<file path="src/rtl/mxv_pkg.sv">
// Shared types and width helpers for the streaming matrix-by-vector engine.
package mxv_pkg;

    typedef enum logic [1:0] {
        IDLE     = 2'd0,
        LOAD_VEC = 2'd1,
        COMPUTE  = 2'd2,
        DRAIN    = 2'd3
    } state_t;

    function automatic int dim_width(input int max_dim);
        return $clog2(max_dim + 1);
    endfunction

    // Room for a full-width product plus growth from summing max_dim of them.
    function automatic int acc_width(input int word_length, input int max_dim);
        return 2 * word_length + $clog2(max_dim);
    endfunction

    function automatic int lane_lsb(input int lane, input int word_length);
        return lane * word_length;
    endfunction

endpackage

</file>
<file path="src/rtl/mxv_stream_engine_if.sv">
// Vector, matrix and result streams between host, engine and result consumer.
interface mxv_stream_engine_if #(
    parameter int WORD_LENGTH = 8,
    parameter int LANES       = 4,
    parameter int ACC_W       = 20
);
    // Every stream moves one item on a clk edge where valid && ready; the
    // producer holds data stable while valid && !ready, and ready never waits on valid.
    logic [WORD_LENGTH-1:0]       v_data;
    logic                         v_valid;
    logic                         v_ready;
    logic [LANES*WORD_LENGTH-1:0] m_data;
    logic                         m_valid;
    logic                         m_ready;
    logic [ACC_W-1:0]             r_data;
    logic                         r_valid;
    logic                         r_ready;

    modport master (
        output v_data, v_valid, m_data, m_valid, r_ready,
        input  v_ready, m_ready, r_data, r_valid
    );

    modport slave (
        input  v_data, v_valid, m_data, m_valid, r_ready,
        output v_ready, m_ready, r_data, r_valid
    );

endinterface

</file>
<file path="src/rtl/mxv_result_fifo.sv">
// Synchronous result FIFO; head is presented combinationally and reads as zero when empty.
module mxv_result_fifo #(
    parameter int WIDTH = 20,
    parameter int DEPTH = 8,
    parameter int CNT_W = $clog2(DEPTH + 1)
) (
    input  logic             clk,
    input  logic             reset,
    input  logic             push,
    input  logic             pop,
    input  logic [WIDTH-1:0] din,
    output logic [WIDTH-1:0] dout,
    output logic [CNT_W-1:0] count,
    output logic             empty,
    output logic             full
);
    localparam int PTR_W = (DEPTH > 1) ? $clog2(DEPTH) : 1;

    logic [WIDTH-1:0] mem [DEPTH];
    logic [PTR_W-1:0] wr_ptr, rd_ptr;
    logic             do_push, do_pop;

    assign empty   = (count == '0);
    assign full    = (count == CNT_W'(DEPTH));
    assign do_push = push && !full;
    assign do_pop  = pop && !empty;
    assign dout    = empty ? '0 : mem[rd_ptr];

    always_ff @(posedge clk) begin
        if (do_push) mem[wr_ptr] <= din;
    end

    always_ff @(posedge clk) begin
        if (!reset) begin
            wr_ptr <= '0;
            rd_ptr <= '0;
            count  <= '0;
        end else begin
            if (do_push) wr_ptr <= (wr_ptr == PTR_W'(DEPTH - 1)) ? '0 : wr_ptr + PTR_W'(1);
            if (do_pop)  rd_ptr <= (rd_ptr == PTR_W'(DEPTH - 1)) ? '0 : rd_ptr + PTR_W'(1);
            case ({do_push, do_pop})
                2'b10:   count <= count + CNT_W'(1);
                2'b01:   count <= count - CNT_W'(1);
                default: count <= count;
            endcase
        end
    end

endmodule

</file>
<file path="src/rtl/mxv_stream_engine.sv">
// Run-time sized matrix-by-vector engine: load vector, stream the matrix row-major
// LANES elements per beat, and queue one accumulated result per row.
module mxv_stream_engine
    import mxv_pkg::*;
#(
    parameter int WORD_LENGTH = 8,
    parameter int LANES       = 4,
    parameter int MAX_DIM     = 16,
    parameter int RES_DEPTH   = 8,
    parameter int DIM_W       = dim_width(MAX_DIM),
    parameter int ACC_W       = acc_width(WORD_LENGTH, MAX_DIM)
) (
    input  logic                         clk,
    input  logic                         reset,
    input  logic                         start,
    input  logic [DIM_W-1:0]             dim,
    input  logic                         signed_mode,
    mxv_stream_engine_if.slave           stream,
    output logic                         busy,
    output logic                         done,
    output logic                         err,
    output state_t                       dbg_state,
    output logic [$clog2(RES_DEPTH+1)-1:0] dbg_level
);
    localparam int W         = WORD_LENGTH;
    localparam int BEATS_MAX = (MAX_DIM + LANES - 1) / LANES;
    localparam int BEAT_W    = (BEATS_MAX > 1) ? $clog2(BEATS_MAX) : 1;
    localparam int VEC_N     = BEATS_MAX * LANES;
    localparam int IDX_W     = (VEC_N > 1) ? $clog2(VEC_N) : 1;

    state_t           state_q, state_d;
    logic [DIM_W-1:0] dim_q, dim_last, vcnt_q, row_q;
    logic             signed_q;
    logic [BEAT_W-1:0] beat_q, last_beat_q;
    logic [ACC_W-1:0] acc_q, partial, row_sum;
    logic [W-1:0]     vec [VEC_N];
    logic [ACC_W-1:0] prod [LANES];
    logic             dim_ok, v_fire, m_fire, row_end, fifo_empty, fifo_full;

    assign dim_ok          = (dim != '0) && (int'(dim) <= MAX_DIM);
    assign dim_last        = dim_q - DIM_W'(1);
    assign stream.v_ready  = (state_q == LOAD_VEC);
    assign stream.m_ready  = (state_q == COMPUTE) && !fifo_full;
    assign stream.r_valid  = !fifo_empty;
    assign v_fire          = stream.v_valid && stream.v_ready;
    assign m_fire          = stream.m_valid && stream.m_ready;
    assign row_end         = m_fire && (beat_q == last_beat_q);
    assign row_sum         = acc_q + partial;
    assign busy            = (state_q != IDLE);
    assign dbg_state       = state_q;

    // Operands are widened to 2W (sign or zero) so one multiplier serves both modes.
    for (genvar k = 0; k < LANES; k++) begin : g_lane
        logic [IDX_W-1:0] col;
        logic             live;
        logic [W-1:0]     a, x;
        logic [2*W-1:0]   a_ext, x_ext, p;

        assign col   = IDX_W'(int'(beat_q) * LANES + k);
        assign live  = (int'(beat_q) * LANES + k) < int'(dim_q);
        assign a     = stream.m_data[lane_lsb(k, W) +: W];
        assign x     = vec[col];
        assign a_ext = {{W{signed_q & a[W-1]}}, a};
        assign x_ext = {{W{signed_q & x[W-1]}}, x};
        assign p     = a_ext * x_ext;
        assign prod[k] = live ? {{(ACC_W-2*W){signed_q & p[2*W-1]}}, p} : '0;
    end

    always_comb begin
        partial = '0;
        for (int k = 0; k < LANES; k++) partial = partial + prod[k];
    end

    always_comb begin
        state_d = state_q;
        case (state_q)
            IDLE:     if (start && dim_ok) state_d = LOAD_VEC;
            LOAD_VEC: if (v_fire && vcnt_q == dim_last) state_d = COMPUTE;
            COMPUTE:  if (row_end && row_q == dim_last) state_d = DRAIN;
            DRAIN:    if (fifo_empty) state_d = IDLE;
            default:  state_d = IDLE;
        endcase
    end

    always_ff @(posedge clk) begin
        if (v_fire) vec[IDX_W'(vcnt_q)] <= stream.v_data;
    end

    always_ff @(posedge clk) begin
        if (!reset) begin
            state_q     <= IDLE;
            dim_q       <= '0;
            signed_q    <= 1'b0;
            vcnt_q      <= '0;
            row_q       <= '0;
            beat_q      <= '0;
            last_beat_q <= '0;
            acc_q       <= '0;
            done        <= 1'b0;
            err         <= 1'b0;
        end else begin
            state_q <= state_d;
            done    <= (state_q == DRAIN) && fifo_empty;
            err     <= (state_q == IDLE) && start && !dim_ok;
            case (state_q)
                IDLE: if (start && dim_ok) begin
                    dim_q       <= dim;
                    signed_q    <= signed_mode;
                    last_beat_q <= BEAT_W'((int'(dim) + LANES - 1) / LANES - 1);
                    vcnt_q      <= '0;
                    row_q       <= '0;
                    beat_q      <= '0;
                    acc_q       <= '0;
                end
                LOAD_VEC: if (v_fire) vcnt_q <= vcnt_q + DIM_W'(1);
                COMPUTE: if (m_fire) begin
                    if (beat_q == last_beat_q) begin
                        acc_q  <= '0;
                        beat_q <= '0;
                        row_q  <= row_q + DIM_W'(1);
                    end else begin
                        acc_q  <= row_sum;
                        beat_q <= beat_q + BEAT_W'(1);
                    end
                end
                default: ;
            endcase
        end
    end

    mxv_result_fifo #(
        .WIDTH (ACC_W),
        .DEPTH (RES_DEPTH)
    ) u_fifo (
        .clk   (clk),
        .reset (reset),
        .push  (row_end),
        .pop   (stream.r_ready),
        .din   (row_sum),
        .dout  (stream.r_data),
        .count (dbg_level),
        .empty (fifo_empty),
        .full  (fifo_full)
    );

endmodule

</file>
<file path="src/flat_wrapper.sv">
// flat-port wrapper written by rule: the top's interface ports become plain ports
module mxv_stream_engine_flat import mxv_pkg::*;
#(
    parameter int WORD_LENGTH = 8,
    parameter int LANES       = 4,
    parameter int MAX_DIM     = 16,
    parameter int RES_DEPTH   = 8,
    parameter int DIM_W       = dim_width(MAX_DIM),
    parameter int ACC_W       = acc_width(WORD_LENGTH, MAX_DIM)
)
  (clk, reset, start, dim, signed_mode, busy, done, err, dbg_state, dbg_level, stream_v_data, stream_v_valid, stream_m_data, stream_m_valid, stream_r_ready, stream_v_ready, stream_m_ready, stream_r_data, stream_r_valid);
  mxv_stream_engine_if #(.WORD_LENGTH(WORD_LENGTH), .LANES(LANES), .ACC_W(ACC_W)) stream_i ();
  input  logic clk;
  input  logic reset;
  input  logic start;
  input  logic [DIM_W-1:0] dim;
  input  logic signed_mode;
  output logic busy;
  output logic done;
  output logic err;
  output state_t dbg_state;
  output logic [$clog2(RES_DEPTH+1)-1:0] dbg_level;
  input wire logic [$bits(stream_i.v_data)-1:0] stream_v_data;
  input wire logic [$bits(stream_i.v_valid)-1:0] stream_v_valid;
  input wire logic [$bits(stream_i.m_data)-1:0] stream_m_data;
  input wire logic [$bits(stream_i.m_valid)-1:0] stream_m_valid;
  input wire logic [$bits(stream_i.r_ready)-1:0] stream_r_ready;
  output wire logic [$bits(stream_i.v_ready)-1:0] stream_v_ready;
  output wire logic [$bits(stream_i.m_ready)-1:0] stream_m_ready;
  output wire logic [$bits(stream_i.r_data)-1:0] stream_r_data;
  output wire logic [$bits(stream_i.r_valid)-1:0] stream_r_valid;
  assign stream_i.v_data = stream_v_data;
  assign stream_i.v_valid = stream_v_valid;
  assign stream_i.m_data = stream_m_data;
  assign stream_i.m_valid = stream_m_valid;
  assign stream_i.r_ready = stream_r_ready;
  assign stream_v_ready = stream_i.v_ready;
  assign stream_m_ready = stream_i.m_ready;
  assign stream_r_data = stream_i.r_data;
  assign stream_r_valid = stream_i.r_valid;
  mxv_stream_engine #(.WORD_LENGTH(WORD_LENGTH), .LANES(LANES), .MAX_DIM(MAX_DIM), .RES_DEPTH(RES_DEPTH), .DIM_W(DIM_W), .ACC_W(ACC_W)) u_core (.clk(clk), .reset(reset), .start(start), .dim(dim), .signed_mode(signed_mode), .stream(stream_i), .busy(busy), .done(done), .err(err), .dbg_state(dbg_state), .dbg_level(dbg_level));
endmodule
</file>
<file path="config.mk">
export PLATFORM = sky130hd
export DESIGN_NAME = mxv_stream_engine_flat
export DESIGN_NICKNAME = d
export VERILOG_FILES = /design/src/rtl/mxv_pkg.sv /design/src/rtl/mxv_stream_engine_if.sv /design/src/rtl/mxv_result_fifo.sv /design/src/rtl/mxv_stream_engine.sv /design/src/flat_wrapper.sv
export SDC_FILE = /design/constraint.sdc
export NUM_CORES = 1
export LEC_CHECK = 0
export BUFFER_PORTS_ARGS = -buffer_cell sky130_fd_sc_hd__buf_2
export CAP_MARGIN = 20
export CORE_MARGIN = 5
export CORE_UTILIZATION = 45
export CTS_CLUSTER_DIAMETER = 50
export DETAILED_ROUTE_END_ITERATION = 12
export PLACE_DENSITY = 0.67
export SETUP_SLACK_MARGIN = 0.4
export SKIP_LAST_GASP = 1
export SLEW_MARGIN = 20
export SYNTH_ARGS = -nofsm -noshare
export SYNTH_HDL_FRONTEND = slang
export SYNTH_HIERARCHICAL = 1
export SYNTH_SLANG_ARGS = --single-unit
</file>
<file path="constraint.sdc">
create_clock -name clk -period 22.7 [get_ports clk]
set_input_delay 4.54 -clock clk [delete_from_list [all_inputs] [get_ports clk]]
set_output_delay 4.54 -clock clk [all_outputs]
set_load 0.005 [all_outputs]
</file>
==> flow_metrics.py <==
metrics = {
    "outcome": {
        "outcome": "complete, no violations",
    },
    "grt": {
        "use_met1_pct": 24.0,
        "maximum_number_of_pins_on_one_net_before_global_route_repair": 46,
        "top_usage_layer": "met2",
        "first_global_vias": 18300,
        "globalRoute.totalOverflow": 0,
        "antenna_found_initial": 2,
        "track_usage_pct": 18.6,
        "grt_pass1_wl_mm": 98.1,
        "met3_usage_pct": 3.32,
        "grtUsageMet2_pct": 32.6,
    },
    "clock_tree": {
        "cts_hold_buf": 0,
        "cts_root_buf": "sky130_fd_sc_hd__clkbuf_16",
        "ctsHtreeMaxLevel": 2,
        "buffers_inserted_by_post_cts_timing_repair": 0,
        "ctsLongestPathBuffers": 3,
        "clk_pin_slew_worst_paths_ns": 0.06,
        "insertion_delay_ns": 0.56,
        "cts_tree": "built",
        "cts_made_buffers": 41,
        "cts_resized": 0,
        "sinks_on_the_clock_net": 347,
    },
    "worst_setup_path": {
        "timing.rr.end": "u_core/acc_q[19]$_SDFFE_PN0P_",
        "timing.critical_path.from_type": "primary input",
        "crit_fanout": 17,
        "worstReg2RegStart": "u_core/beat_q[1]$_SDFFE_PN0P_",
        "crit_path_max_cell_delay_ns": 0.82,
        "worstPathRequired_ns": 23.18,
        "critPathSlowestCell": "sky130_fd_sc_hd__o31ai_1",
        "worst_setup_path_startpoint": "stream_m_data[23]",
        "endpoint_kind": "register",
        "worst_reg_to_reg_cells": 33,
        "critPathKind": "in2reg",
        "timing.critical_path.mode_cell": "sky130_fd_sc_hd__fa_1",
        "crit_arrival_ns": 13.45,
        "r2r_slack_ns": 11.95,
    },
    "min_path": {
        "timing.hold.worst_path_depth": 2,
        "hp-class": "reg2reg",
        "hp-start": "u_core/u_fifo/rd_ptr[1]$_SDFFE_PN0N_",
    },
    "route": {
        "antenna_left": 0,
        "drt_first_pass_iters": 7,
        "route.detailed.wl_per_inst_um": 19.1,
        "detail_route.vias_per_cell": 5.31,
        "route.detailed.drc": 0,
        "detail_route.wirelength_mm": 60.9,
        "vias": 17000,
        "detail_route.iter0.violations": 915,
    },
    "synth": {
        "synth_seq_cells": 347,
        "edff_count_synth": 288,
        "syn_avg_cell_area_sq_um": 11.8,
        "post_synth_main_area_contributors": "sky130_fd_sc_hd__edfxtp_1 32%, sky130_fd_sc_hd__fa_1 23%, sky130_fd_sc_hd__ha_1 7.9%",
        "dominantRegCellSynth": "sky130_fd_sc_hd__edfxtp_1",
        "netlist-cell-type-count": 68,
        "netlist.top_cell.by_area": "sky130_fd_sc_hd__edfxtp_1",
        "number_of_nets_in_the_synthesized_netlist": 2845,
        "ys_seq_area_share_pct": 35.9,
        "mappedNetlistArea_sq_mm": 0.0274,
        "async_flop_share_pct": 0,
        "ys.warnings.count": 6,
        "synthCells": 2313,
        "synth.top_cell.area_share_pct": 31.6,
    },
    "timing": {
        "timing.final.max_slew_violations": 0,
        "final_cycle_share_pct": 57.1,
        "grt_setup_unrepaired": "no",
        "hold_slack_ns": 0.483,
        "setup_ws_ns": 9.73,
        "timing.setup.tns_ns": 0,
        "transition_time_at_the_pin_with_the_least_slew_margin_ns": 0.998,
        "max-slew-margin-rel_pct": 33.4,
        "finalSetupViolations": 0,
        "fmax_mhz": 77.1,
        "post-route-min-period_ns": 12.97,
        "clock-skew-final_ns": 0.0201,
        "final_number_of_hold_violating_endpoints": 0,
    },
    "finish": {
        "stdcell_area_sq_mm": 0.0300,
        "area_growth_pct": 9.54,
        "drive_gt1_share_pct": 12.6,
        "finish.net_count": 2914,
    },
    "floorplan": {
        "die_height_um": 257,
        "initial_core_util_pct": 45.4,
        "design.die.area_sq_mm": 0.0659,
        "core_area_sq_mm": 0.0604,
        "io-pin-count": 84,
        "floorplan.die.width_um": 257,
        "core.rowCount": 90,
    },
    "power": {
        "worst_ir_drop_vdd_mv": 0.0750,
        "power.total_mw": 3.08,
        "power_density_mw_per_mm2": 103,
        "p_leak_nw": 12.7,
    },
    "placement": {
        "dp_worst_setup_slack_ns": 9.25,
        "io_buffers": 83,
        "routabilityCongestion": 0.861,
        "detailed_place.area_sq_mm": 0.0286,
        "detailed_placer_s_ending_hpwl_mm": 46.0,
    },
    "flow_run": {
        "maxCapViolCount": 0,
    },
}
==> metal layers <==
metal | vias up | routed length (um)
met5 | - | 0
met2 | 430 | 31100
met4 | 0 | 1580
li1 | 7778 | -
met1 | 8657 | 25000
met3 | 91 | 3320
==> kinds of logic after synthesis <==
group	count (synthesis)	synth area share, %
simple gates	604	11.1
fa+ha+maj	480	30.4
buf+inv	474	6.83
flops	347	35.9
compound gates	195	5.05
xor+xnor	108	3.64
mux	105	7.13
==> layout make-up <==
type | instances | area (sq um)
multi-input combinational | 1492 | 15800
clock buffer | 52 | 1130
clock inverter | 22 | 255
antenna | 1 | 2.50
sequential | 347 | 9840
timing repair buffer | 103 | 566
inverter | 397 | 1490
tap | 782 | 978
fill | 5291 | 30300
==> worst max-delay path: cells and delay by family <==
kind / cells / cell delay, ns
and+or+nand+nor: 3 / 0.56
adders and majority gates: 10 / 4.73
buffers and inverters: 7 / 0.55
xor gates and xnor gates: 1 / 0.22
AOI/OAI and AO/OA: 9 / 2.42
muxes: 1 / 0.41
==> worst max-delay path by stage <==
stage                                         end  cells past startpoint
floorplan           u_core/acc_q[19]$_SDFFE_PN0P_                     30
global placement    u_core/acc_q[19]$_SDFFE_PN0P_                     30
detailed placement  u_core/acc_q[19]$_SDFFE_PN0P_                     31
CTS                 u_core/acc_q[19]$_SDFFE_PN0P_                     31
global route        u_core/acc_q[19]$_SDFFE_PN0P_                     31
finish              u_core/acc_q[19]$_SDFFE_PN0P_                     31
==> through the flow <==
stage          util [%]  cells
6_report           49.7   3196
5_1_grt            49.7   3195
4_1_cts            49.7   3195
3_5_place_dp       47.4   3121
3_3_place_gp       47.4   3121
2_1_floorplan         -   2313
==> synth_stat cells (3+ instances only) <==
master and instances:
sky130_fd_sc_hd__inv_1 397, sky130_fd_sc_hd__a21boi_1 7, sky130_fd_sc_hd__clkbuf_1 35, sky130_fd_sc_hd__and2_1 141, sky130_fd_sc_hd__edfxtp_1 288, sky130_fd_sc_hd__a21o_1 13
sky130_fd_sc_hd__a22oi_1 17, sky130_fd_sc_hd__o21ai_2 5, sky130_fd_sc_hd__o211ai_1 5, sky130_fd_sc_hd__or3_1 8, sky130_fd_sc_hd__nand2_1 179, sky130_fd_sc_hd__o21a_1 11
sky130_fd_sc_hd__mux4_2 72, sky130_fd_sc_hd__and3b_1 4, sky130_fd_sc_hd__o41ai_1 4, sky130_fd_sc_hd__a31oi_1 3, sky130_fd_sc_hd__ha_1 172, sky130_fd_sc_hd__xnor2_1 72
sky130_fd_sc_hd__buf_1 25, sky130_fd_sc_hd__and3_1 27, sky130_fd_sc_hd__a211oi_1 7, sky130_fd_sc_hd__buf_4 6, sky130_fd_sc_hd__a211oi_2 6, sky130_fd_sc_hd__nand4_1 3
sky130_fd_sc_hd__xnor2_2 7, sky130_fd_sc_hd__or2_2 22, sky130_fd_sc_hd__xor2_1 29, sky130_fd_sc_hd__nand2b_1 14, sky130_fd_sc_hd__o21bai_1 12, sky130_fd_sc_hd__nor3_1 24
sky130_fd_sc_hd__nor2b_1 31, sky130_fd_sc_hd__nand3_1 34, sky130_fd_sc_hd__o31ai_1 3, sky130_fd_sc_hd__dfxtp_1 59, sky130_fd_sc_hd__nor2_1 100, sky130_fd_sc_hd__nor3b_1 3
sky130_fd_sc_hd__buf_6 9, sky130_fd_sc_hd__o21ai_0 30, sky130_fd_sc_hd__o31a_1 5, sky130_fd_sc_hd__a21oi_1 46, sky130_fd_sc_hd__mux2i_1 32, sky130_fd_sc_hd__fa_1 308
sky130_fd_sc_hd__nand3b_1 5
==> registers in the layout, summed over array words and instances (netlist names), 2 cells and up, named ones only <==
signal / cells
u_core/u_fifo/mem: 160
u_core/vec: 128
u_core/acc_q: 20
u_core/dim_q: 5
u_core/row_q: 5
u_core/vcnt_q: 5
u_core/u_fifo/count: 4
u_core/u_fifo/rd_ptr: 3
u_core/u_fifo/wr_ptr: 3
u_core/beat_q: 2
u_core/dbg_state: 2
u_core/last_beat_q: 2
==> report_power, final <==
group | leakage (nW) | internal [mW] | switching (mW)
Clock | 0.675 | 0.393 | 0.264
Sequential | 3.09 | 0.869 | 0.0115
Combinational | 8.92 | 0.589 | 0.957
==> placed cells by master, fill, tap and decap left out, types with 7 or more instances in the layout <==
cell	instances
sky130_fd_sc_hd__nor3_1	19
sky130_fd_sc_hd__a211oi_1	7
sky130_fd_sc_hd__and2_1	141
sky130_fd_sc_hd__ha_1	172
sky130_fd_sc_hd__xnor2_1	72
sky130_fd_sc_hd__a21oi_1	46
sky130_fd_sc_hd__o21bai_1	12
sky130_fd_sc_hd__xnor2_2	7
sky130_fd_sc_hd__buf_2	83
sky130_fd_sc_hd__mux4_2	72
sky130_fd_sc_hd__and3_1	27
sky130_fd_sc_hd__nor2_1	96
sky130_fd_sc_hd__nand2_1	179
sky130_fd_sc_hd__clkbuf_16	42
sky130_fd_sc_hd__buf_4	20
sky130_fd_sc_hd__o21a_1	11
sky130_fd_sc_hd__dfxtp_1	54
sky130_fd_sc_hd__or2_2	22
sky130_fd_sc_hd__or3_1	8
sky130_fd_sc_hd__a21boi_1	7
sky130_fd_sc_hd__o21ai_0	30
sky130_fd_sc_hd__xor2_1	29
sky130_fd_sc_hd__a21o_1	13
sky130_fd_sc_hd__inv_1	397
sky130_fd_sc_hd__nor2b_1	31
sky130_fd_sc_hd__mux2i_1	32
sky130_fd_sc_hd__nand3_1	34
sky130_fd_sc_hd__nand2b_1	14
sky130_fd_sc_hd__edfxtp_1	288
sky130_fd_sc_hd__fa_1	308
sky130_fd_sc_hd__a22oi_1	17
Note: power is estimated with default switching activity, not from simulation.
